`src/rtl/cv32e40p_fifo_pkg.sv`:
```
// Shared helpers for the multi-pop FIFO: modulo pointer arithmetic and
// derived width calculations.
package cv32e40p_fifo_pkg;

    // Valid for ptr < depth and k <= depth, so one conditional subtract is enough.
    function automatic int unsigned ptr_add(input int unsigned ptr, input int unsigned k,
                                            input int unsigned depth);
        int unsigned sum;
        sum = ptr + k;
        if (sum >= depth) sum = sum - depth;
        return sum;
    endfunction

    function automatic int unsigned addr_w(input int unsigned depth);
        return $clog2(depth);
    endfunction

    function automatic int unsigned pcnt_w(input int unsigned ports);
        return $clog2(ports + 1);
    endfunction

endpackage

```
`src/rtl/cv32e40p_fifo_rd_window.sv`:
```
// Combinational read window: slot k presents the k-th oldest entry, with the
// incoming push bypassed into the first empty slot in fall-through mode.
module cv32e40p_fifo_rd_window
    import cv32e40p_fifo_pkg::*;
#(
    parameter int unsigned DATA_WIDTH = 32,
    parameter int unsigned DEPTH      = 4,
    parameter int unsigned POP_PORTS  = 2,
    parameter int unsigned ADDR_DEPTH = addr_w(DEPTH)
) (
    input  logic [DEPTH-1:0][DATA_WIDTH-1:0]     mem_i,
    input  logic [ADDR_DEPTH-1:0]                rd_ptr_i,
    input  logic [ADDR_DEPTH:0]                  cnt_i,
    input  logic                                 push_ft_i,
    input  logic [DATA_WIDTH-1:0]                data_i,
    output logic [POP_PORTS-1:0][DATA_WIDTH-1:0] data_o,
    output logic [POP_PORTS-1:0]                 valid_o
);

    for (genvar k = 0; k < POP_PORTS; k++) begin : gen_slot
        localparam int unsigned K = k;
        logic [ADDR_DEPTH-1:0] idx;

        assign idx        = ADDR_DEPTH'(ptr_add(32'(rd_ptr_i), K, DEPTH));
        assign valid_o[k] = (32'(cnt_i) + 32'(push_ft_i)) > K;
        assign data_o[k]  = (push_ft_i && (32'(cnt_i) == K)) ? data_i : mem_i[idx];
    end

endmodule

```
`src/rtl/cv32e40p_fifo_mp.sv`:
```
// Multi-pop FIFO: one push per cycle, up to POP_PORTS pops per cycle, any DEPTH,
// almost-full watermark and sticky overflow/underflow flags.
module cv32e40p_fifo_mp
    import cv32e40p_fifo_pkg::*;
#(
    parameter bit          FALL_THROUGH = 1'b0,
    parameter int unsigned DATA_WIDTH   = 32,
    parameter int unsigned DEPTH        = 4,
    parameter int unsigned POP_PORTS    = 2,
    parameter int unsigned AFULL_TH     = DEPTH - 1,
    parameter int unsigned ADDR_DEPTH   = addr_w(DEPTH),
    parameter int unsigned PCNT_W       = pcnt_w(POP_PORTS)
) (
    input  logic                                 clk_i,
    input  logic                                 rst_i,
    input  logic                                 flush_i,
    input  logic                                 flush_but_first_i,
    input  logic                                 clr_err_i,
    input  logic                                 push_i,
    input  logic [DATA_WIDTH-1:0]                data_i,
    output logic                                 full_o,
    output logic                                 afull_o,
    output logic                                 empty_o,
    output logic [ADDR_DEPTH:0]                  cnt_o,
    output logic [POP_PORTS-1:0][DATA_WIDTH-1:0] data_o,
    output logic [POP_PORTS-1:0]                 valid_o,
    input  logic [PCNT_W-1:0]                    pop_cnt_i,
    output logic                                 ovf_o,
    output logic                                 udf_o
);

    localparam int unsigned CW = ADDR_DEPTH + 1;

    logic [ADDR_DEPTH-1:0]            rd_ptr_q, rd_ptr_d, wr_ptr_q, wr_ptr_d;
    logic [CW-1:0]                    cnt_q, cnt_d, eff, pop_acc;
    logic                             ovf_q, ovf_d, udf_q, udf_d;
    logic [DEPTH-1:0][DATA_WIDTH-1:0] mem_q;
    logic                             push_acc, push_ft, pop_over, flush_all;

    assign full_o    = (32'(cnt_q) == DEPTH);
    assign afull_o   = (32'(cnt_q) >= AFULL_TH);
    assign push_acc  = push_i & ~full_o;
    assign push_ft   = FALL_THROUGH & push_acc;
    assign eff       = cnt_q + CW'(push_ft);
    assign pop_over  = 32'(pop_cnt_i) > 32'(eff);
    assign pop_acc   = pop_over ? eff : CW'(pop_cnt_i);
    assign flush_all = flush_i | (flush_but_first_i & (cnt_q == '0));

    assign cnt_o   = cnt_q;
    assign empty_o = ~valid_o[0];
    assign ovf_o   = ovf_q;
    assign udf_o   = udf_q;

    always_comb begin
        rd_ptr_d = rd_ptr_q;
        wr_ptr_d = wr_ptr_q;
        cnt_d    = cnt_q;
        ovf_d    = ovf_q & ~clr_err_i;
        udf_d    = udf_q & ~clr_err_i;
        if (flush_all) begin
            rd_ptr_d = '0;
            wr_ptr_d = '0;
            cnt_d    = '0;
        end else if (flush_but_first_i) begin
            wr_ptr_d = ADDR_DEPTH'(ptr_add(32'(rd_ptr_q), 1, DEPTH));
            cnt_d    = CW'(1);
        end else begin
            // A full FIFO drops the push even if a pop frees a slot this cycle.
            rd_ptr_d = ADDR_DEPTH'(ptr_add(32'(rd_ptr_q), 32'(pop_acc), DEPTH));
            wr_ptr_d = ADDR_DEPTH'(ptr_add(32'(wr_ptr_q), 32'(push_acc), DEPTH));
            cnt_d    = cnt_q + CW'(push_acc) - pop_acc;
            ovf_d    = ovf_d | (push_i & full_o);
            udf_d    = udf_d | pop_over;
        end
    end

    always_ff @(posedge clk_i) begin
        if (rst_i) begin
            rd_ptr_q <= '0;
            wr_ptr_q <= '0;
            cnt_q    <= '0;
            ovf_q    <= 1'b0;
            udf_q    <= 1'b0;
        end else begin
            rd_ptr_q <= rd_ptr_d;
            wr_ptr_q <= wr_ptr_d;
            cnt_q    <= cnt_d;
            ovf_q    <= ovf_d;
            udf_q    <= udf_d;
        end
    end

    always_ff @(posedge clk_i) begin
        if (!rst_i && !flush_i && !flush_but_first_i && push_acc) mem_q[wr_ptr_q] <= data_i;
    end

    cv32e40p_fifo_rd_window #(
        .DATA_WIDTH (DATA_WIDTH),
        .DEPTH      (DEPTH),
        .POP_PORTS  (POP_PORTS),
        .ADDR_DEPTH (ADDR_DEPTH)
    ) u_rd_window (
        .mem_i     (mem_q),
        .rd_ptr_i  (rd_ptr_q),
        .cnt_i     (cnt_q),
        .push_ft_i (push_ft),
        .data_i    (data_i),
        .data_o    (data_o),
        .valid_o   (valid_o)
    );

endmodule

```
`config.mk`:
```
export PLATFORM = sky130hd
export DESIGN_NAME = cv32e40p_fifo_mp
export DESIGN_NICKNAME = d
export VERILOG_FILES = /design/src/rtl/cv32e40p_fifo_pkg.sv /design/src/rtl/cv32e40p_fifo_rd_window.sv /design/src/rtl/cv32e40p_fifo_mp.sv
export SDC_FILE = /design/constraint.sdc
export NUM_CORES = 1
export LEC_CHECK = 0
export CORE_MARGIN = 1.5
export CORE_UTILIZATION = 49
export CTS_BUF_LIST = sky130_fd_sc_hd__clkbuf_4 sky130_fd_sc_hd__clkbuf_8 sky130_fd_sc_hd__clkbuf_16
export CTS_CLUSTER_DIAMETER = 100
export CTS_CLUSTER_SIZE = 28
export DETAILED_ROUTE_END_ITERATION = 10
export PLACE_DENSITY_LB_ADDON = 0.1
export SKIP_CTS_REPAIR_TIMING = 1
export SKIP_LAST_GASP = 1
export SLEW_MARGIN = 10
export SYNTH_ARGS = -nofsm -noshare
export SYNTH_HDL_FRONTEND = slang
export SYNTH_HIERARCHICAL = 1
export SYNTH_SLANG_ARGS = --single-unit
```
`constraint.sdc`:
```
create_clock -name clk_i -period 3.8 [get_ports clk_i]
set_input_delay 0.57 -clock clk_i [delete_from_list [all_inputs] [get_ports clk_i]]
set_output_delay 0.57 -clock clk_i [all_outputs]
set_load 0.005 [all_outputs]
```
==> key figures <==
Timing
  • Clock Skew: around 0.009 ns
  • Final Hold Fails: 0
  • Rel. slew slack: -426.2%
  • RSZ-0062 raised after global routing: no
  • TNS Setup: 0 ns
  • Final setup violating endpoints: 0
  • Max Clk Rate: 0.3043 GHz
  • Least-Margin Pin Slew: 7.786 ns
  • Post-layout min period: 3.286 ns
  • Slew Limit Fails: between 60 and 70
  • Period utilization: between 80 and 90%

Worst setup path
  • Critical path, cell by cell: buf_12 -> mux4_2 -> mux2_2 -> clkdlybuf4s50_1
  • Reg-to-Reg End: cnt_o[2]
  • FF-to-FF setup slack: between 0.7 and 0.8 ns
  • Crit-path max cell delay: 0.65 ns
  • Crit path kind: reg2out
  • Crit path max fanout: 30
  • Startpoint class of the critical path: register
  • Worst reg-to-reg path cell count: 12
  • Worst Setup SP: rd_ptr_q[0]
  • Reg2Reg Launch Point: cnt_o[0]
  • CP Capture Point: data_o[11]
  • Critical-path top delay cell: dfxtp_4
  • Setup crit end kind: output pin
  • Arrival time worst endpoint: ~2.7 ns
  • CP Data Required Time: 3.23 ns

Detailed routing
  • DRT antenna net count: 0
  • DRT iter0 DRCs: 183
  • Pre-antenna DRT Iters: 4
  • Number of remaining DRC errors: 0
  • DR WL/cell: 20.81 um
  • Via density: ~5.8
  • WL final: 14.21 mm
  • Vias: between 3k and 4k

Cells and area
  • Area occupied by multi-input gates: between 2000 and 3000 sq um
  • Final core occ: 63.73%
  • Layout cells sized above 1: 36.58%
  • Filler Cells Inserted: 983
  • FF/Latch Area: 4031 sq um
  • Area grow syn2layout: 27.41%
  • Ant. Diodes: 0
  • Final non-filler cell total: 683
  • Fin area: 8812 sq um
  • # nets final: 540

Global routing
  • Largest net degree at the start of global routing: 50
  • Vias in the first global route: 4106
  • Initial antenna violation count: 0
  • GRT Util Overall: between 20 and 25%
  • Grt total ovfl: 0
  • First-pass GRT wire length: 22.48 mm

Synth
  • Cell count after synthesis: ~360
  • Post-synth EDFFs: 128
  • Mapped Area: 6917 sq um
  • Asr flop ratio synth: 0%
  • Sequential-to-total area share from yosys stat: 58.18%
  • Number of synthesized register bits: 137
  • Synth warn: 6
  • Post-Synth Adder-Cell Area: 1.918%
  • Synth cell types: 40
  • Avg Cell Area, Syn: 19.00 sq um
  • Area fraction of the dominant cell type after synthesis: 55.57%
  • Simple-gate share of the synthesized area: 2.840%
  • Main combinational cell family by area after synthesis: multiplexers
  • Synth top area cells: edfxtp_1 56%, mux4_2 20%, mux2_2 10%, dfxtp_1 2.6%, ha_1 1.6%
  • Synth Area in XOR/XNOR: less than 1%
  • Post-synth top area cell: edfxtp_1
  • Top FF cell, synth: edfxtp_1
  • Multiplexer share of the synthesized area: 31.82%
  • Compound-Gate Fraction of Synth Area: 1.429%

Floorplan
  • Die Wd: 121.8 um
  • I/O pins: 114
  • DIE AREA: approximately 15000 sq um
  • Initial Util: approximately 50%
  • Num rows: 43
  • Core area: ~14000 sq um
  • Die Ht: 121.8 um

Placed design
  • HPWL after DPL: 8.873 mm
  • RePlAce Congestion: 0.7272
  • Post-DP Area: 8250 sq um
  • Placed cell count: 651
  • I/O Buffers: 113

CTS
  • Clock Path Buffers: 2
  • Clock sink count: between 100 and 150
  • Clk slew on worst S/H paths: 0.06 ns
  • Insertion delay to the later sink of the worst-skew pair: around 0.42 ns
  • H-Tree Level Count: 4
  • CTS tree: yes
  • Root Buffer: clkbuf_16
  • TritonCTS buffer count: 17

Power and ir drop
  • Static leakage: 2.869 nW
  • Max VDD drop: ~0.28 mV
  • Power Density: 416.3 nW/um^2

Status
  • Status: complete, but fails checks
  • Failing checks: slew limit

Hold path
  • Min-delay worst type: reg2reg

Job
  • Max cap viols: 0
==> flip-flops by register name, indices dropped and copies added, names as in the netlist <==
signal / cells
udf_o: 1
mem_q: 128
wr_ptr_q: 2
ovf_o: 1
cnt_o: 3
rd_ptr_q: 2
==> worst min path at each step <==
stage           from  endpoint  slack (ns)  depth (start not counted)
2_1_floorplan  ovf_o     ovf_o        0.48                          2
3_3_place_gp   ovf_o     ovf_o        0.48                          2
3_5_place_dp   udf_o     udf_o        0.49                          2
4_1_cts        udf_o     udf_o        0.50                          2
5_1_grt        ovf_o     ovf_o        0.53                          2
6_report       udf_o     udf_o        0.50                          2
==> through the flow <==
stage / hold WS (ns) / total power, mW / worst slack (ns)
final: 0.4950 / 3.668 / 0.5140
after global routing: 0.5328 / 3.800 / 0.3782
after CTS: 0.5034 / 3.684 / 0.4661
after detailed placement: 0.4899 / 2.150 / 0.2320
after global placement: 0.4775 / 2.140 / 0.3376
after floorplan: 0.4764 / 1.933 / 0.08251
==> cell families after synthesis <==
logic type,Yosys count
and+or+nand+nor,33
adders and majority gates,10
other,1
xor gates and xnor gates,4
buffers and inverters,34
AOI/OAI and AO/OA,14
DFF,137
muxes,131
==> power by group <==
group / internal (mW) / switching (mW)
sequential: 1.66 / 0.0221
clock: 0.963 / 0.572
combinational: 0.280 / 0.169
total: 2.91 / 0.763
==> synth_stat cells (2+ instances only) <==
cell type and count:
nor3b_1 3, nand2_1 2, o21ai_0 2, nand3_1 2, mux4_2 62, mux2i_1 2
nor2_1 12, edfxtp_1 128, mux2_2 64, inv_1 11, buf_6 9, buf_2 6
a21o_1 2, xnor2_1 3, a21oi_1 4, nor2b_1 2, mux4_1 2, ha_1 9
buf_4 6, nor3_1 5, dfxtp_1 9
==> layout make-up <==
type	count	area share [%]
repair buffers	127	14.17
multi-input cells	195	30.64
clock inverters	9	0.8235
clock buffers	23	5.552
well taps	180	2.556
inverters	12	0.5111
flip-flops and latches	137	45.75
==> layer usage <==
metal	track usage, %	share of wire (%)
met5	0	0
met4	7.500	1.4
met3	4.494	4.5
met2	33.78	50
met1	27.78	44
==> critical path: cells and delay by family, from the launching register on <==
kind	cells	cell delay, ns
buffers and inverters	2	0.76
DFF	1	0.65
muxes	2	0.87
==> placed cells by master (no fill, tap or decap), types with 4 or more instances in the layout <==
master and count:
mux4_2 62, clkdlybuf4s50_1 113, clkbuf_16 17, a21oi_1 4, nor2_1 10, clkinv_2 7, dfxtp_1 7, edfxtp_1 128
inv_1 11, ha_1 9, mux2_2 64, buf_4 13
No activity file was read; power rests on OpenSTA's default activity.
